<file path="config.mk">
export PLATFORM = sky130hd
export DESIGN_NAME = sc_add_sequencer_flat
export DESIGN_NICKNAME = d
export VERILOG_FILES = /design/src/rtl/sc_pkg.sv /design/src/rtl/sc_add_sequencer_if.sv /design/src/rtl/sc_sng.sv /design/src/rtl/sc_add_sequencer.sv /design/src/flat_wrapper.sv
export SDC_FILE = /design/constraint.sdc
export NUM_CORES = 1
export LEC_CHECK = 0
export CORE_MARGIN = 2
export CORE_UTILIZATION = 47
export CTS_CLUSTER_DIAMETER = 30
export CTS_CLUSTER_SIZE = 30
export DETAILED_ROUTE_END_ITERATION = 10
export GPL_TIMING_DRIVEN = 0
export PLACE_DENSITY = 0.86
export SLEW_MARGIN = 20
export SYNTH_ARGS = -nofsm -noshare
export SYNTH_HDL_FRONTEND = slang
export SYNTH_SLANG_ARGS = --single-unit
</file>
<file path="constraint.sdc">
create_clock -name clk -period 3 [get_ports clk]
set_input_delay 0.45 -clock clk [delete_from_list [all_inputs] [get_ports clk]]
set_output_delay 0.45 -clock clk [all_outputs]
set_load 0.02 [all_outputs]
</file>
<file path="src/rtl/sc_pkg.sv">
// Shared types and helpers for the stochastic-computing add sequencer:
// FSM state encoding, stream length and the low-discrepancy index reversal.
package sc_pkg;

  localparam int MAX_WIDTH = 12;

  typedef enum logic [1:0] {
    IDLE = 2'd0,
    RUN  = 2'd1,
    DONE = 2'd2
  } state_t;

  function automatic int stream_len(input int width);
    return 1 << width;
  endfunction

  // Reverses the low 'width' bits of value; higher bits of the result are zero.
  function automatic logic [MAX_WIDTH-1:0] bit_reverse(input logic [MAX_WIDTH-1:0] value,
                                                       input int width);
    logic [MAX_WIDTH-1:0] src;
    logic [MAX_WIDTH-1:0] rev;
    src = value;
    rev = '0;
    for (int i = 0; i < MAX_WIDTH; i++) begin
      rev = {rev[MAX_WIDTH-2:0], src[0]};
      src = src >> 1;
    end
    return rev >> (MAX_WIDTH - width);
  endfunction

endpackage

</file>
<file path="src/rtl/sc_add_sequencer_if.sv">
// Host-side bundle of the SC add sequencer: operand/result handshakes plus
// the per-cycle stream observation taps.
interface sc_add_sequencer_if #(
  parameter int WIDTH = 8
) ();

  logic             in_valid;
  logic             in_ready;
  logic [WIDTH-1:0] a_val;
  logic [WIDTH-1:0] b_val;
  logic             abort;
  logic             out_valid;
  logic             out_ready;
  logic [WIDTH:0]   y_count;
  logic             bit_valid;
  logic             sa;
  logic             sb;
  logic             sel;
  logic             y_bit;

  modport master (
    output in_valid, a_val, b_val, abort, out_ready,
    input  in_ready, out_valid, y_count, bit_valid, sa, sb, sel, y_bit
  );

  modport slave (
    input  in_valid, a_val, b_val, abort, out_ready,
    output in_ready, out_valid, y_count, bit_valid, sa, sb, sel, y_bit
  );

endinterface

</file>
<file path="src/rtl/sc_sng.sv">
// Comparator stochastic number generator: emits 1 when the shared random
// index falls below the operand level, giving probability level/N.
module sc_sng #(
  parameter int WIDTH = 8
) (
  input  logic [WIDTH-1:0] index,
  input  logic [WIDTH-1:0] level,
  output logic             stream
);

  assign stream = (index < level);

endmodule

</file>
<file path="src/rtl/sc_add_sequencer.sv">
// Sequences one SC scaled addition y ~ (a+b)/2 over a full 2^WIDTH-cycle
// period and returns the ones-count of the selected stream.
module sc_add_sequencer
  import sc_pkg::*;
#(
  parameter int WIDTH = 8
) (
  input logic              clk,
  input logic              rst_n,
  sc_add_sequencer_if.slave host
);

  localparam logic [WIDTH-1:0] C_LAST = WIDTH'(stream_len(WIDTH) - 1);

  state_t           state_reg;
  state_t           state_next;
  logic [WIDTH-1:0] c_reg;
  logic [WIDTH-1:0] a_reg;
  logic [WIDTH-1:0] b_reg;
  logic [WIDTH:0]   acc_reg;
  logic [WIDTH:0]   y_count_reg;

  logic [WIDTH-1:0] r;
  logic [WIDTH-1:0] level [2];
  logic [1:0]       stream;
  logic             sel_raw;
  logic             y_raw;
  logic             running;
  logic             accept;
  logic             last;

  // Both operands share one index so the A and B streams are correlated.
  assign r        = WIDTH'(bit_reverse(MAX_WIDTH'(c_reg), WIDTH));
  assign level[0] = a_reg;
  assign level[1] = b_reg;

  for (genvar gi = 0; gi < 2; gi++) begin : g_sng
    sc_sng #(.WIDTH(WIDTH)) u_sng (
      .index  (r),
      .level  (level[gi]),
      .stream (stream[gi])
    );
  end

  assign sel_raw = c_reg[WIDTH-1];
  assign y_raw   = sel_raw ? stream[0] : stream[1];
  assign running = (state_reg == RUN);
  assign accept  = (state_reg == IDLE) && host.in_valid;
  assign last    = running && (c_reg == C_LAST);

  always_comb begin
    state_next     = state_reg;
    host.in_ready  = 1'b0;
    host.out_valid = 1'b0;
    host.bit_valid = 1'b0;
    unique case (state_reg)
      IDLE: begin
        host.in_ready = 1'b1;
        if (host.in_valid) state_next = RUN;
      end
      RUN: begin
        host.bit_valid = 1'b1;
        if (host.abort)   state_next = IDLE;
        else if (last)    state_next = DONE;
      end
      DONE: begin
        host.out_valid = 1'b1;
        if (host.out_ready) state_next = IDLE;
      end
      default: state_next = IDLE;
    endcase
  end

  always_ff @(posedge clk or negedge rst_n) begin
    if (!rst_n) begin
      state_reg   <= IDLE;
      c_reg       <= '0;
      a_reg       <= '0;
      b_reg       <= '0;
      acc_reg     <= '0;
      y_count_reg <= '0;
    end else begin
      state_reg <= state_next;
      if (accept) begin
        a_reg   <= host.a_val;
        b_reg   <= host.b_val;
        c_reg   <= '0;
        acc_reg <= '0;
      end else if (running) begin
        c_reg   <= c_reg + WIDTH'(1);
        acc_reg <= acc_reg + (WIDTH+1)'(y_raw);
        // The final bit is folded in here, so the result needs no extra cycle.
        if (last && !host.abort) y_count_reg <= acc_reg + (WIDTH+1)'(y_raw);
      end
    end
  end

  assign host.y_count = y_count_reg;
  assign host.sa      = running & stream[0];
  assign host.sb      = running & stream[1];
  assign host.sel     = running & sel_raw;
  assign host.y_bit   = running & y_raw;

endmodule

</file>
<file path="src/flat_wrapper.sv">
// flat-port wrapper written by rule: the top's interface ports become plain ports
module sc_add_sequencer_flat import sc_pkg::*;
#(
  parameter int WIDTH = 8
)
  (clk, rst_n, host_in_valid, host_a_val, host_b_val, host_abort, host_out_ready, host_in_ready, host_out_valid, host_y_count, host_bit_valid, host_sa, host_sb, host_sel, host_y_bit);
  sc_add_sequencer_if #(.WIDTH(WIDTH)) host_i ();
  input logic clk;
  input logic rst_n;
  input wire logic [$bits(host_i.in_valid)-1:0] host_in_valid;
  input wire logic [$bits(host_i.a_val)-1:0] host_a_val;
  input wire logic [$bits(host_i.b_val)-1:0] host_b_val;
  input wire logic [$bits(host_i.abort)-1:0] host_abort;
  input wire logic [$bits(host_i.out_ready)-1:0] host_out_ready;
  output wire logic [$bits(host_i.in_ready)-1:0] host_in_ready;
  output wire logic [$bits(host_i.out_valid)-1:0] host_out_valid;
  output wire logic [$bits(host_i.y_count)-1:0] host_y_count;
  output wire logic [$bits(host_i.bit_valid)-1:0] host_bit_valid;
  output wire logic [$bits(host_i.sa)-1:0] host_sa;
  output wire logic [$bits(host_i.sb)-1:0] host_sb;
  output wire logic [$bits(host_i.sel)-1:0] host_sel;
  output wire logic [$bits(host_i.y_bit)-1:0] host_y_bit;
  assign host_i.in_valid = host_in_valid;
  assign host_i.a_val = host_a_val;
  assign host_i.b_val = host_b_val;
  assign host_i.abort = host_abort;
  assign host_i.out_ready = host_out_ready;
  assign host_in_ready = host_i.in_ready;
  assign host_out_valid = host_i.out_valid;
  assign host_y_count = host_i.y_count;
  assign host_bit_valid = host_i.bit_valid;
  assign host_sa = host_i.sa;
  assign host_sb = host_i.sb;
  assign host_sel = host_i.sel;
  assign host_y_bit = host_i.y_bit;
  sc_add_sequencer #(.WIDTH(WIDTH)) u_core (.clk(clk), .rst_n(rst_n), .host(host_i));
endmodule
</file>
# [Word level (Yosys, flattened, before mapping)]
# Index checks and enable logic that the tools add are counted.
[word_totals] ff_bits=44 input_bits=21 word_cells=42
[classes] n_addsub=2 magnitude_cmp=2 eq_ne=6 n_mux=13 bitwise=5 reduce_logical=8
[ops] operator="$mux W9" count=2
[ops] operator="$lt A8 B8 Y1" count=2
[ops] operator="$mux W8" count=2
[ops] operator="$add A9 B1 Y9" count=1
[ops] operator="$add A8 B1 Y8 const B" count=1
[ops] operator="$eq A8 B8 Y1 const B" count=1
[ops] operator="$mux W2" count=4
[ops] operator="$pmux W2 S3" count=1
[ops] operator="$reduce_and A3 Y1" count=2
[ops] operator="$and A1 B1 Y1" count=4
[ops] operator="$mux W1" count=4
[ops] operator="$ne A2 B2 Y1 const B" count=2
[ops] operator="$logic_and A1 B1 Y1" count=3
[ops] operator="$ne A3 B3 Y1 const B" count=1
[ops] operator="$eq A2 B1 Y1 const B" count=1
[ops] operator="$eq A2 B2 Y1 const B" count=1
[ops] operator="$logic_not A2 Y1" count=1
[ops] operator="$reduce_bool A2 Y1" count=1
[ops] operator="$logic_not A1 Y1" count=1
[ops] operator="$not A1 Y1" count=1

# [Logic depth before layout (Yosys ltp)]
[logic_depth] depth_word=5 mapped_depth=13 depth_no_buf=12

# [Cells and area by module]
# From an unflattened synthesis, not the netlist that was laid out.
[hier_totals] hier_cells=264 area_unflattened_um2=2352.3
[modules_own_cells] module="sc_add_sequencer" n_inst=1 cells_per_inst=214 area_each_um2=1999.4 seq_area_each_um2=1101.1
[modules_own_cells] module="sc_sng" n_inst=2 cells_per_inst=25 area_each_um2=176.4 seq_area_each_um2=0.0

# [Worst setup path after synthesis]
# Ideal clock, no wire load.
[synth_timing] path_kind="reg2reg" start="register u_core.c_reg[4]" end="register u_core.y_count_reg[6], in the netlist u_core.host.y_count[6]" setup_time_ps=122 arrival_time_ps=2704 t_required_ps=2878 path_slack_ps=174 stages_incl_launch_ff=13 n_path_buf=1 synth_period_minus_slack_ps=2826 path_cell_list="dfrtp_1 ha_1 or4_1 a21oi_1 a211oi_1 o32ai_1 ha_1 ha_1 and3_1 clkbuf_1 nand3_1 xor2_1 a21oi_2"
[synth_between] elab_chain_len=4
[synth_lines] item="from (decl)" line_no="sc_add_sequencer.sv:17" text="logic [WIDTH-1:0] c_reg;"
[synth_lines] item="from (signal assigned)" line_no="sc_add_sequencer.sv:90" text="c_reg <= c_reg + WIDTH'(1);"
[synth_lines] item="branches (longest 4 deep; another with $add A9 B1 Y9)"
[synth_lines] item="to (signal assigned)" line_no="sc_add_sequencer.sv:93" text="if (last && !host.abort) y_count_reg <= acc_reg + (WIDTH+1)'(y_raw);"
[synth_lines] item="to (decl)" line_no="sc_add_sequencer.sv:21" text="logic [WIDTH:0] y_count_reg;"
# Parallel ways; which one is timed is not known.
# A chain may end at the register's enable or synchronous reset.

# [Worst setup path after layout]
[layout_timing] start="register u_core.c_reg[4]" end="output port host_sa"
[layout_between] elab_chain_len=2
[layout_lines] item="$lt A8 B8 Y1" line_no="sc_sng.sv:11" text="assign stream = (index < level);"
[layout_lines] item="$and A1 B1 Y1" line_no="sc_add_sequencer.sv:99" text="assign host.sa = running & stream[0];"
[layout_lines] item="to (decl)" line_no="flat_wrapper.sv:19" text="output wire logic [$bits(host_i.sa)-1:0] host_sa;"
# Every way passes these cells.

==> implementation parameters <==
Parameter                              Value

Status
  Outcome ... complete, no violations

STA
  Relative max-transition margin ... between 30% and 40%
  Post-route worst hold slack ... about 0.11 ns
  RSZ-0062 raised after global routing ... yes
  Final count of hold timing violations ... 0
  Achievable frequency ... 0.3483 GHz
  Fraction of the cycle the final worst path needs ... around 96%
  Worst-margin pin slew ... 1.036 ns
  Max Slew Vio Count ... 0
  Setup-failing EPs final ... 0
  Final worst clock skew ... 0.005923 ns
  Post-layout min period ... 2.871 ns

Clock network
  H-tree lvl count ... 2
  Number of buffers added to fix hold violations after cts ... 0
  Worst-Skew Late Latency ... 0.30 ns
  Clock net sink count ... 44
  Clock buffers created by TritonCTS ... 5
  CTS tree ... yes
  Max Buffers Root-to-Sink ... 2
  Root cell of the clock tree ... sky130_fd_sc_hd__clkbuf_8
  Post-CTS clock slew at the launch and capture registers of the worst setup and hold paths ... 0.09 ns

Routing
  Final WL ... 5452 um
  Starting DRT DRC Count ... 150
  WL/cell ... 14.78 um
  Final antenna-violating net count ... 0
  Number of search-and-repair iterations in the first detailed-routing pass ... 4
  Routed via count ... roughly 2,000
  Post-route DRC violation count ... 0
  Mean number of vias per cell ... around 5.5

Power and ir drop
  Leak ... 1.328 nW
  Total power density per cell area ... between 600 and 700 nW/um^2
  Worst supply voltage drop on vdd ... between 200 and 300 uV
  Total power draw ... 1.781 mW

Synth
  Share of synthesized area occupied by flip-flops and latches ... 47.44%
  Post-synthesis cell type with the largest combined area ... sky130_fd_sc_hd__dfrtp_1
  Synth warnings ... 0
  Number of nets in the synthesized netlist ... between 200 and 300
  Flip-flop and latch count after synthesis ... 44
  Mapped Cells ... between 200 and 300
  Top cells by area in the synthesized netlist ... sky130_fd_sc_hd__dfrtp_1 (47%), sky130_fd_sc_hd__ha_1 (9.2%), sky130_fd_sc_hd__o21ai_0 (8.2%), sky130_fd_sc_hd__nand2_1 (6.8%), sky130_fd_sc_hd__inv_1 (2.9%)
  Flip-flop cell with the highest count after synthesis ... sky130_fd_sc_hd__dfrtp_1
  Mean instance size in the synthesized netlist ... around 9.1 sq um
  Synth Cell Area ... 2321 sq um
  Yosys top cell area share ... 47.44%
  Async set-reset flop share out of synthesis ... 100.0%
  EDFF count, synth ... 0
  Number of different library cells in the post-synthesis netlist ... 32

Critical path
  Worst-path cell with the longest stage delay ... sky130_fd_sc_hd__or4_1
  FF-to-FF End ... u_core.acc_reg[6]
  Worst reg2reg setup slack ... ~0.14 ns
  Cell Chain, Critical Path ... buf_4 > ha_1 > or4_1 > a21oi_1 > a211oi_1 > nor3_1 > dlygate4sd2_1
  Crit path max fanout ... 5
  Arrival time at the worst endpoint ... roughly 2.4 ns
  Top delay family on crit path ... simple AND/OR/NAND/NOR gates
  Total number of cells along the worst setup path ... 7
  Slowest cell delay on critical path ... 0.47 ns
  Kind of launch point of the worst setup path ... flop
  Required arrival time at the worst endpoint ... approximately 2.6 ns
  Crit path buffers/inverters ... 2
  Launching point of the worst reg2reg path ... u_core.c_reg[4]
  Category of the critical setup timing path ... reg2out
  R2R cell count ... 11
  Capturing element type of the critical path ... output pin

Final layout
  Number of diodes ... 0
  Area delta synth->final ... 26.58%
  Utilization after layout ... 61.79%
  Fin nets ... 339
  Ratio of cells with drive above 1 in the final layout ... under 10%
  Number of fill cells ... just under 400
  Finished layout cell area ... around 2900 sq um

Floorplanning
  Height of the die ... 74.27 um
  Die area ... 5516 sq um
  X dimension of the die ... 74.27 um
  Initial cell density of the core ... 48.82%
  Number of standard-cell rows in the floorplan ... 25
  Core ar. ... 4755 sq um
  Number of I/O pins ... 37

Run
  Max_cap viols ... 0

Min path
  Worst min-delay path class ... in2async

Placement
  RePlAce Congestion ... 0.8315
  DP HPWL ... 3858 um
  Buffers on Ports ... 36
  Placed instance area ... 2780 sq um

Global route
  Via count of the first global-routing pass ... 1,989
  Initial antenna violation count ... 0
  Largest net degree at the start of global routing ... 25
  Global-route wire length before repair ... 9197 um
  Global-route total usage across every layer ... 21.70%
  Aggregate global routing overflow ... 0
Yosys cell counts (all sizes together), types with 4 or more instances:
cell and number:
nor2 18, o21ai 38, nand3 8, nand2b 4, ha 17, and3 4
nand2 42, inv 18, dfrtp 44, xnor2 4, a21oi 14, clkbuf 11
cell families after synthesis:
logic type	Yosys count	synth area share [%]
AO/OA/AOI/OAI	69	17.14
flip-flops	44	47.44
adder cells (fa/ha/maj)	17	9.164
XOR/XNOR	7	2.642
multiplexers	2	0.9703
AND/OR/NAND/NOR	87	17.47
buffers and inverters	30	5.175
worst max-delay path by stage:
stage | start | slack, ns | end
finish | u_core.c_reg[4] | 0.13 | host_sa
floorplan | u_core.c_reg[4] | 0.17 | u_core.host.y_count[6]
CTS | u_core.c_reg[4] | 0.002 | u_core.host.y_count[6]
global placement | u_core.c_reg[4] | -0.15 | u_core.host.y_count[6]
detailed placement | u_core.c_reg[0] | -0.19 | u_core.host.y_count[6]
global route | u_core.c_reg[4] | -0.08 | u_core.acc_reg[6]
layer usage:
metal / track usage [%] / wire [um]
met2: 35.62 / 2737
met3: 3.523 / 209
met4: 7.937 / 158
met1: 29.20 / 2346
met5: 0 / 0
repair_timing:
| action | 4_1_cts | 5_1_grt |
|---|---|---|
| pin swaps | 1 | 3 |
| setup endpoints to repair | 9 | 11 |
| buffers inserted | 0 | 3 |
| resized for setup | 4 | 15 |
worst register-to-register path, delay by kind of cell (launching register included):
family / cells / cell delay (ns)
compound gates: 6 / 0.92
fa+ha+maj: 3 / 0.60
simple gates: 2 / 0.76
flops: 1 / 0.45
placed cells by master (no fill, tap or decap), types with 2 or more instances in the layout:
cell type,Yosys,final
sky130_fd_sc_hd__o21ai_1,0,2
sky130_fd_sc_hd__ha_2,0,2
sky130_fd_sc_hd__inv_1,18,18
sky130_fd_sc_hd__o31ai_1,3,3
sky130_fd_sc_hd__xnor2_1,4,4
sky130_fd_sc_hd__nand2b_1,4,4
sky130_fd_sc_hd__nand2_1,42,42
sky130_fd_sc_hd__a41oi_1,2,2
sky130_fd_sc_hd__dlygate4sd2_1,0,2
sky130_fd_sc_hd__xor2_1,3,3
sky130_fd_sc_hd__dfrtp_2,0,2
sky130_fd_sc_hd__a21oi_2,2,2
sky130_fd_sc_hd__buf_4,0,3
sky130_fd_sc_hd__o21ai_0,38,36
sky130_fd_sc_hd__a21oi_1,12,12
sky130_fd_sc_hd__nor3_1,3,3
sky130_fd_sc_hd__clkdlybuf4s50_1,0,32
sky130_fd_sc_hd__dfrtp_1,44,42
sky130_fd_sc_hd__nand3_1,8,7
sky130_fd_sc_hd__clkbuf_1,11,9
sky130_fd_sc_hd__and3_1,4,2
sky130_fd_sc_hd__o41ai_1,2,2
sky130_fd_sc_hd__nor2_1,18,18
sky130_fd_sc_hd__a31oi_1,3,3
sky130_fd_sc_hd__or4_1,3,3
sky130_fd_sc_hd__a211oi_1,2,2
sky130_fd_sc_hd__mux2_2,2,2
sky130_fd_sc_hd__clkbuf_8,0,5
sky130_fd_sc_hd__ha_1,17,14
final cells by class:
type | count | area [sq um] | area share (%)
Clock buffer | 5 | 68.82 | 2.342
Tap cell | 67 | 83.83 | 2.853
Sequential cell | 44 | 1104 | 37.56
Inverter | 18 | 67.56 | 2.300
Timing Repair Buffer | 40 | 390.4 | 13.29
Multi-Input combinational cell | 182 | 1136 | 38.67
Buffer | 10 | 45.04 | 1.533
Clock inverter | 3 | 42.54 | 1.448
through the flow:
stage	std cells	setup slack, ns	TNS [ns]
after global placement	359	-0.1544	-0.5305
after detailed placement	360	-0.1944	-0.7749
after floorplan	256	0.1741	0
after CTS	367	0.002152	0
final	369	0.1286	0
after global routing	369	-0.07852	-0.1129
report_power, final:
| part | internal [mW] | switching [mW] |
|---|---|---|
| Sequential | 0.678 | 0.0725 |
| Combinational | 0.242 | 0.329 |
| Clock | 0.247 | 0.213 |
No activity file was read; power rests on OpenSTA's default activity.
==> edit 1 (same settings) <==
Reset style: synchronous (`rst_n`), changed in one clocked block.
--- a/src/rtl/sc_add_sequencer.sv
+++ b/src/rtl/sc_add_sequencer.sv
@@ -71,7 +71,7 @@
     endcase
   end
 
-  always_ff @(posedge clk or negedge rst_n) begin
+  always_ff @(posedge clk) begin
     if (!rst_n) begin
       state_reg   <= IDLE;
       c_reg       <= '0;
Formal check against the unedited RTL: differs if rst_n is asserted again (counterexample within 4 cycles, from zero or initial values and one cycle with rst_n low); with rst_n held inactive, the same outputs for 10 cycles.
==> edit 1 against the original RTL <==
- critical path type unchanged
- sequential cell count stayed put
- synthesized cell count up 4.7%
- worst setup slack lost 33 ps
- largest cell class unchanged
- area after synthesis decreased by 5.2%
- design area down 6.2%
- wire length decreased by 6.7%
- core utilization rose by 0.20 points
- clock skew grew 2.1 ps
Power is not compared: it rests on default switching activity, and its combinational part moved more than twofold at a synthesized area within 25%.
==> edit 1: results (changes against the original RTL) <==
| Metric | Value |
|---|---|
| Fin worst setup slack | `96.1 ps (-32.5 ps)` |
| Routed met1 length | `2.18 mm (-7.3%)` |
| Worst r2r dst | `u_core.acc_reg[6]` |
| Pre-CTS setup slack | `13.5 ps (+208 ps)` |
| Hold WC Path Type | `reg2reg` |
| Vias in the first global route | `1,916 (-3.7%)` |
| Synth cell types | `36 (+13%)` |
| GRT Total Usage | `0.210 (-0.00745)` |
| Largest net degree at the start of global routing | `13 (-48%)` |
| Reg2Reg Launch Point | `u_core.c_reg[0]` |
| Vias per cell | `5.40 (-1.4%)` |
| Top cells by count, synth | `nand2_1, dfxtp_1, nor2_1, a21oi_1, ha_1` |
| Worst-margin pin slew | `625 ps (-411 ps)` |
| Ys async rst share | `0 (-1.00)` |
| Worst-path maximum fanout | `7 (+2)` |
| # fillers | `378 (-5.0%)` |
| Max stage delay cell, worst path | `clkdlybuf4s50_1` |
| Clock skew | `8.07 ps (+2.15 ps)` |
| Global-route wire length before repair | `8.51 mm (-7.4%)` |
| Post-synthesis sequential area ratio | `0.400 (-0.0739)` |
| Routability Congestion | `0.873 (+4.9%)` |
| Share of cells above drive strength 1 | `0.0767 (-0.0227)` |
| Routed WL per cell | `13.9 µm (-5.7%)` |
| Met3 wire length | `271 µm (+30%)` |
| Status | `finished, final reports clean` |
| Post-DP HPWL | `3.66 mm (-5.1%)` |
| Ranking of synthesized cells by area | `dfxtp_1, ha_1, nand2_1` |
| Setup crit start | `u_core.c_reg[2]` |
==> edit 1: what timing repair did <==
action / in CTS / in global routing
buffers inserted: 0 / 1
hold buffers: 0 / 0
endpoints found under the setup margin: 4 / 6
hold endpoints to repair: 0 / 0
pin swaps: 0 / 2
gates resized for setup: 5 / 5
==> edit 1: power by group through the flow <==
stage / clock [µW] / sequential (µW) / combinational (µW)
after floorplan: 0 / 620 / 92.1
after global placement: 0 / 623 / 151
after detailed placement: 0 / 623 / 156
after CTS: 397 / 610 / 157
after global routing: 414 / 611 / 178
final: 389 / 610 / 159
==> edit 1: final cells by class <==
cell class | count | area share
Multi-Input combinational cell | 197 | 0.450
Clock buffer | 8 | 0.0327
Sequential cell | 44 | 0.320
Inverter | 16 | 0.0218
Timing Repair Buffer | 37 | 0.133
Buffer | 11 | 0.0191
Tap cell | 52 | 0.0236
==> edit 1: cell families after synthesis <==
logic type,synth area share
and+or+nand+nor,0.232
AOI/OAI and AO/OA,0.127
DFF,0.400
buffers and inverters,0.0512
xor gates and xnor gates,0.0836
adders and majority gates,0.0967
muxes,0.00910
==> edit 1: through the flow <==
step | area (µm²) | instances | TNS (ps)
6_report | 2760 | 365 | 0
5_1_grt | 2760 | 365 | -0.722
4_1_cts | 2730 | 364 | 0
3_5_place_dp | 2630 | 356 | 0
3_3_place_gp | 2630 | 356 | 0
2_1_floorplan | 2200 | 268 | 0
==> edit 1: worst min path at each step <==
stage / start / endpoint / slack (ps) / depth (start not counted)
5_1_grt: u_core.b_reg[6] / u_core.b_reg[6] / 470 / 2
4_1_cts: u_core.b_reg[6] / u_core.b_reg[6] / 460 / 2
3_3_place_gp: u_core.b_reg[5] / u_core.b_reg[5] / 440 / 2
2_1_floorplan: u_core.a_reg[1] / u_core.a_reg[1] / 440 / 2
6_report: u_core.b_reg[6] / u_core.b_reg[6] / 460 / 2
3_5_place_dp: u_core.b_reg[6] / u_core.b_reg[6] / 450 / 2
==> edit 1: critical path, delay by kind of cell (launching register included) <==
| family | cells | cell delay (ps) |
|---|---|---|
| simple gates | 2 | 250 |
| buf+inv | 1 | 610 |
| flops | 1 | 520 |
| fa+ha+maj | 1 | 310 |
| compound gates | 2 | 480 |
==> edit 1: per-layer routing <==
metal	track usage	up-vias
met5	0	-
met4	0.0947	0
met3	0.0500	13
met2	0.347	62
met1	0.259	917
li1	-	978
==> edit 2 (same settings) <==
Without the edit above. Change the package constant `MAX_WIDTH` from 12 to 14.
--- a/src/rtl/sc_pkg.sv
+++ b/src/rtl/sc_pkg.sv
@@ -2,7 +2,7 @@
 // FSM state encoding, stream length and the low-discrepancy index reversal.
 package sc_pkg;
 
-  localparam int MAX_WIDTH = 12;
+  localparam int MAX_WIDTH = 14;
 
   typedef enum logic [1:0] {
     IDLE = 2'd0,
Behaviour: unchanged (equiv_simple and equiv_induct, registers matched by name and starting in step).
==> edit 2 against the original RTL <==
- worst setup slack improved by 34 ps
- total power fell by 2.6%
- non-clock buffer count rose by 2
- area after synthesis rose by 0.38%
- sequential cell count did not move
- synthesized cell count rose by 0.39%
- global-route usage fell by 0.45 points
- wire length barely moved
- core utilization rose by 0.55 points
- die area rose by 0.36%
- design area rose by 0.89%
- largest cell class unchanged
- highest routed layer unchanged
==> edit 2: results (changes against the original RTL) <==
| Metric | Value |
|---|---|
| Status | `finished, final reports clean` |
| # fillers | `403 (+1.3%)` |
| Final std cells w/o fill | `373 (+1.1%)` |
| Max clock buf depth | `2 (unchanged)` |
| Top cells by count, synth | `dfrtp_1, nand2_1, o21ai_0, inv_1, nor2_1` |
| Synth Area in Adders | `0.0913 (-0.000345)` |
| Share of cells above drive strength 1 | `0.111 (+0.0118)` |
| H-Tree Depth | `2 (unchanged)` |
| GR Util met3 | `0.0447 (+0.00949)` |
| GRT Total Usage | `0.212 (-0.00451)` |
| Synth Flop Type | `dfrtp_1` |
| Vias per cell | `5.36 (-2.1%)` |
| Vias in the first global route | `2,009 (+1.0%)` |
| Hold WC Path Type | `in2async` |
| XOR/XNOR Fraction of Synth Area | `0.0263 (-0.0000993)` |
| Met2 layer usage reported by global route | `0.338 (-0.0179)` |
| Post-synthesis sequential area ratio | `0.473 (-0.00178)` |
| Max-slew headroom | `0.319 (+0.0106)` |
| Synth cell types | `35 (+9.4%)` |
| Top Family by Delay on Critical Path | `simple AND/OR/NAND/NOR gates` |
| PortBufs | `36 (unchanged)` |
| Max stage delay cell, worst path | `or4_1` |
| Reg2Reg Launch Point | `u_core.c_reg[4]` |
| Global-route wire length before repair | `9.08 mm (-1.3%)` |
| Ranking of synthesized cells by area | `dfrtp_1, ha_1, o21ai_0` |
| Grt met1 use | `0.282 (-0.0100)` |
| Clock skew | `12.5 ps (+6.63 ps)` |
| Synth Area per Inst | `9.07 µm² (about the same)` |
| Post-synthesis compound-gate area fraction | `0.173 (+0.00204)` |
| Routability Congestion | `0.811 (-2.5%)` |
| Reg2Reg Depth | `11 (unchanged)` |
| Crit path arrival time | `2390 ps (-30 ps)` |
| Nets | `343 (+1.2%)` |
| Ys async rst share | `1.00 (unchanged)` |
| Diodes inserted | `0 (unchanged)` |
| Worst-path clk slew | `90 ps (about the same)` |
| Yosys warns | `0 (unchanged)` |
| CTS Root Cell | `clkbuf_8` |
| Syn_nets | `295 (+0.34%)` |
| Initial antenna violation count | `0 (unchanged)` |
| Post-Route WL | `5.45 mm (about the same)` |
| Drt first pass iters | `4 (unchanged)` |
| Post-DP HPWL | `3.75 mm (-2.9%)` |
| Placed insts | `361 (+0.28%)` |
| Reg2reg setup slack | `170 ps (+30 ps)` |
| Worst-path maximum fanout | `5 (unchanged)` |
| Clock Latency Late Sink | `310 ps` |
| Mux share of post-synthesis cell area | `0.00967 (-0.0000365)` |
| Slowest stage delay, CP | `470 ps (about the same)` |
| Leakage Power | `0.00135 µW (+1.5%)` |
| Initial DRC count | `170 (+13%)` |
| Total CTS buffers | `5 (unchanged)` |
| Pre-CTS setup slack | `-219 ps (-24.7 ps)` |
| Largest net degree at the start of global routing | `24 (-4.0%)` |
| VDD IR max | `0.283 mV (-3.2%)` |
| Critical Path Source Type | `flip-flop` |
| Worst r2r dst | `u_core.acc_reg[6]` |
## edit 2: report_power, final
part	total (µW)	internal (µW)	switching (µW)
clock	399	187	212
sequential	750	678	72.4
combinational	585	252	333
## edit 2: layer usage
layer	share of wire	up-vias
met3	0.039	13
met1	0.46	958
li1	-	983
met5	0	-
met2	0.48	46
met4	0.023	0
## edit 2: logic make-up after synthesis
| family | after synthesis |
|---|---|
| simple gates | 87 |
| compound gates | 70 |
| flops | 44 |
| buf+inv | 30 |
| fa+ha+maj | 17 |
| xor+xnor | 7 |
| mux | 2 |
## edit 2: cell type report
cell class                      instances  share of cell area
Buffer                                  9              0.0139
Clock buffer                            7              0.0291
Clock inverter                          1             0.00253
Inverter                               19              0.0241
Multi-Input combinational cell        183               0.388
Sequential cell                        44               0.372
Tap cell                               67              0.0283
Timing Repair Buffer                   43               0.142
## edit 2: worst max-delay path by stage
stage	endpoint	depth (start not counted)	slack [ps]
final	host_sa	7	160
after global routing	u_core.acc_reg[8]	11	-50
after CTS	u_core.host.y_count[6]	11	-2
after detailed placement	u_core.host.y_count[6]	12	-220
after global placement	u_core.host.y_count[6]	12	-170
after floorplan	u_core.host.y_count[6]	12	170
## edit 2: metrics by stage
step | power, µW | hold WS (ps) | instance area, µm²
6_report | 1730 | 129 | 2960
5_1_grt | 1850 | 156 | 2960
4_1_cts | 1680 | 143 | 2890
3_5_place_dp | 1300 | 473 | 2800
3_3_place_gp | 1260 | 474 | 2770
2_1_floorplan | 1100 | 154 | 2330
## edit 2: repair_timing
item                                    CTS  global route
pin swaps                                 0             3
endpoints found under the hold margin     0             0
resized for setup                         6            12
buffers inserted                          0             6
endpoints found under the setup margin    8            11
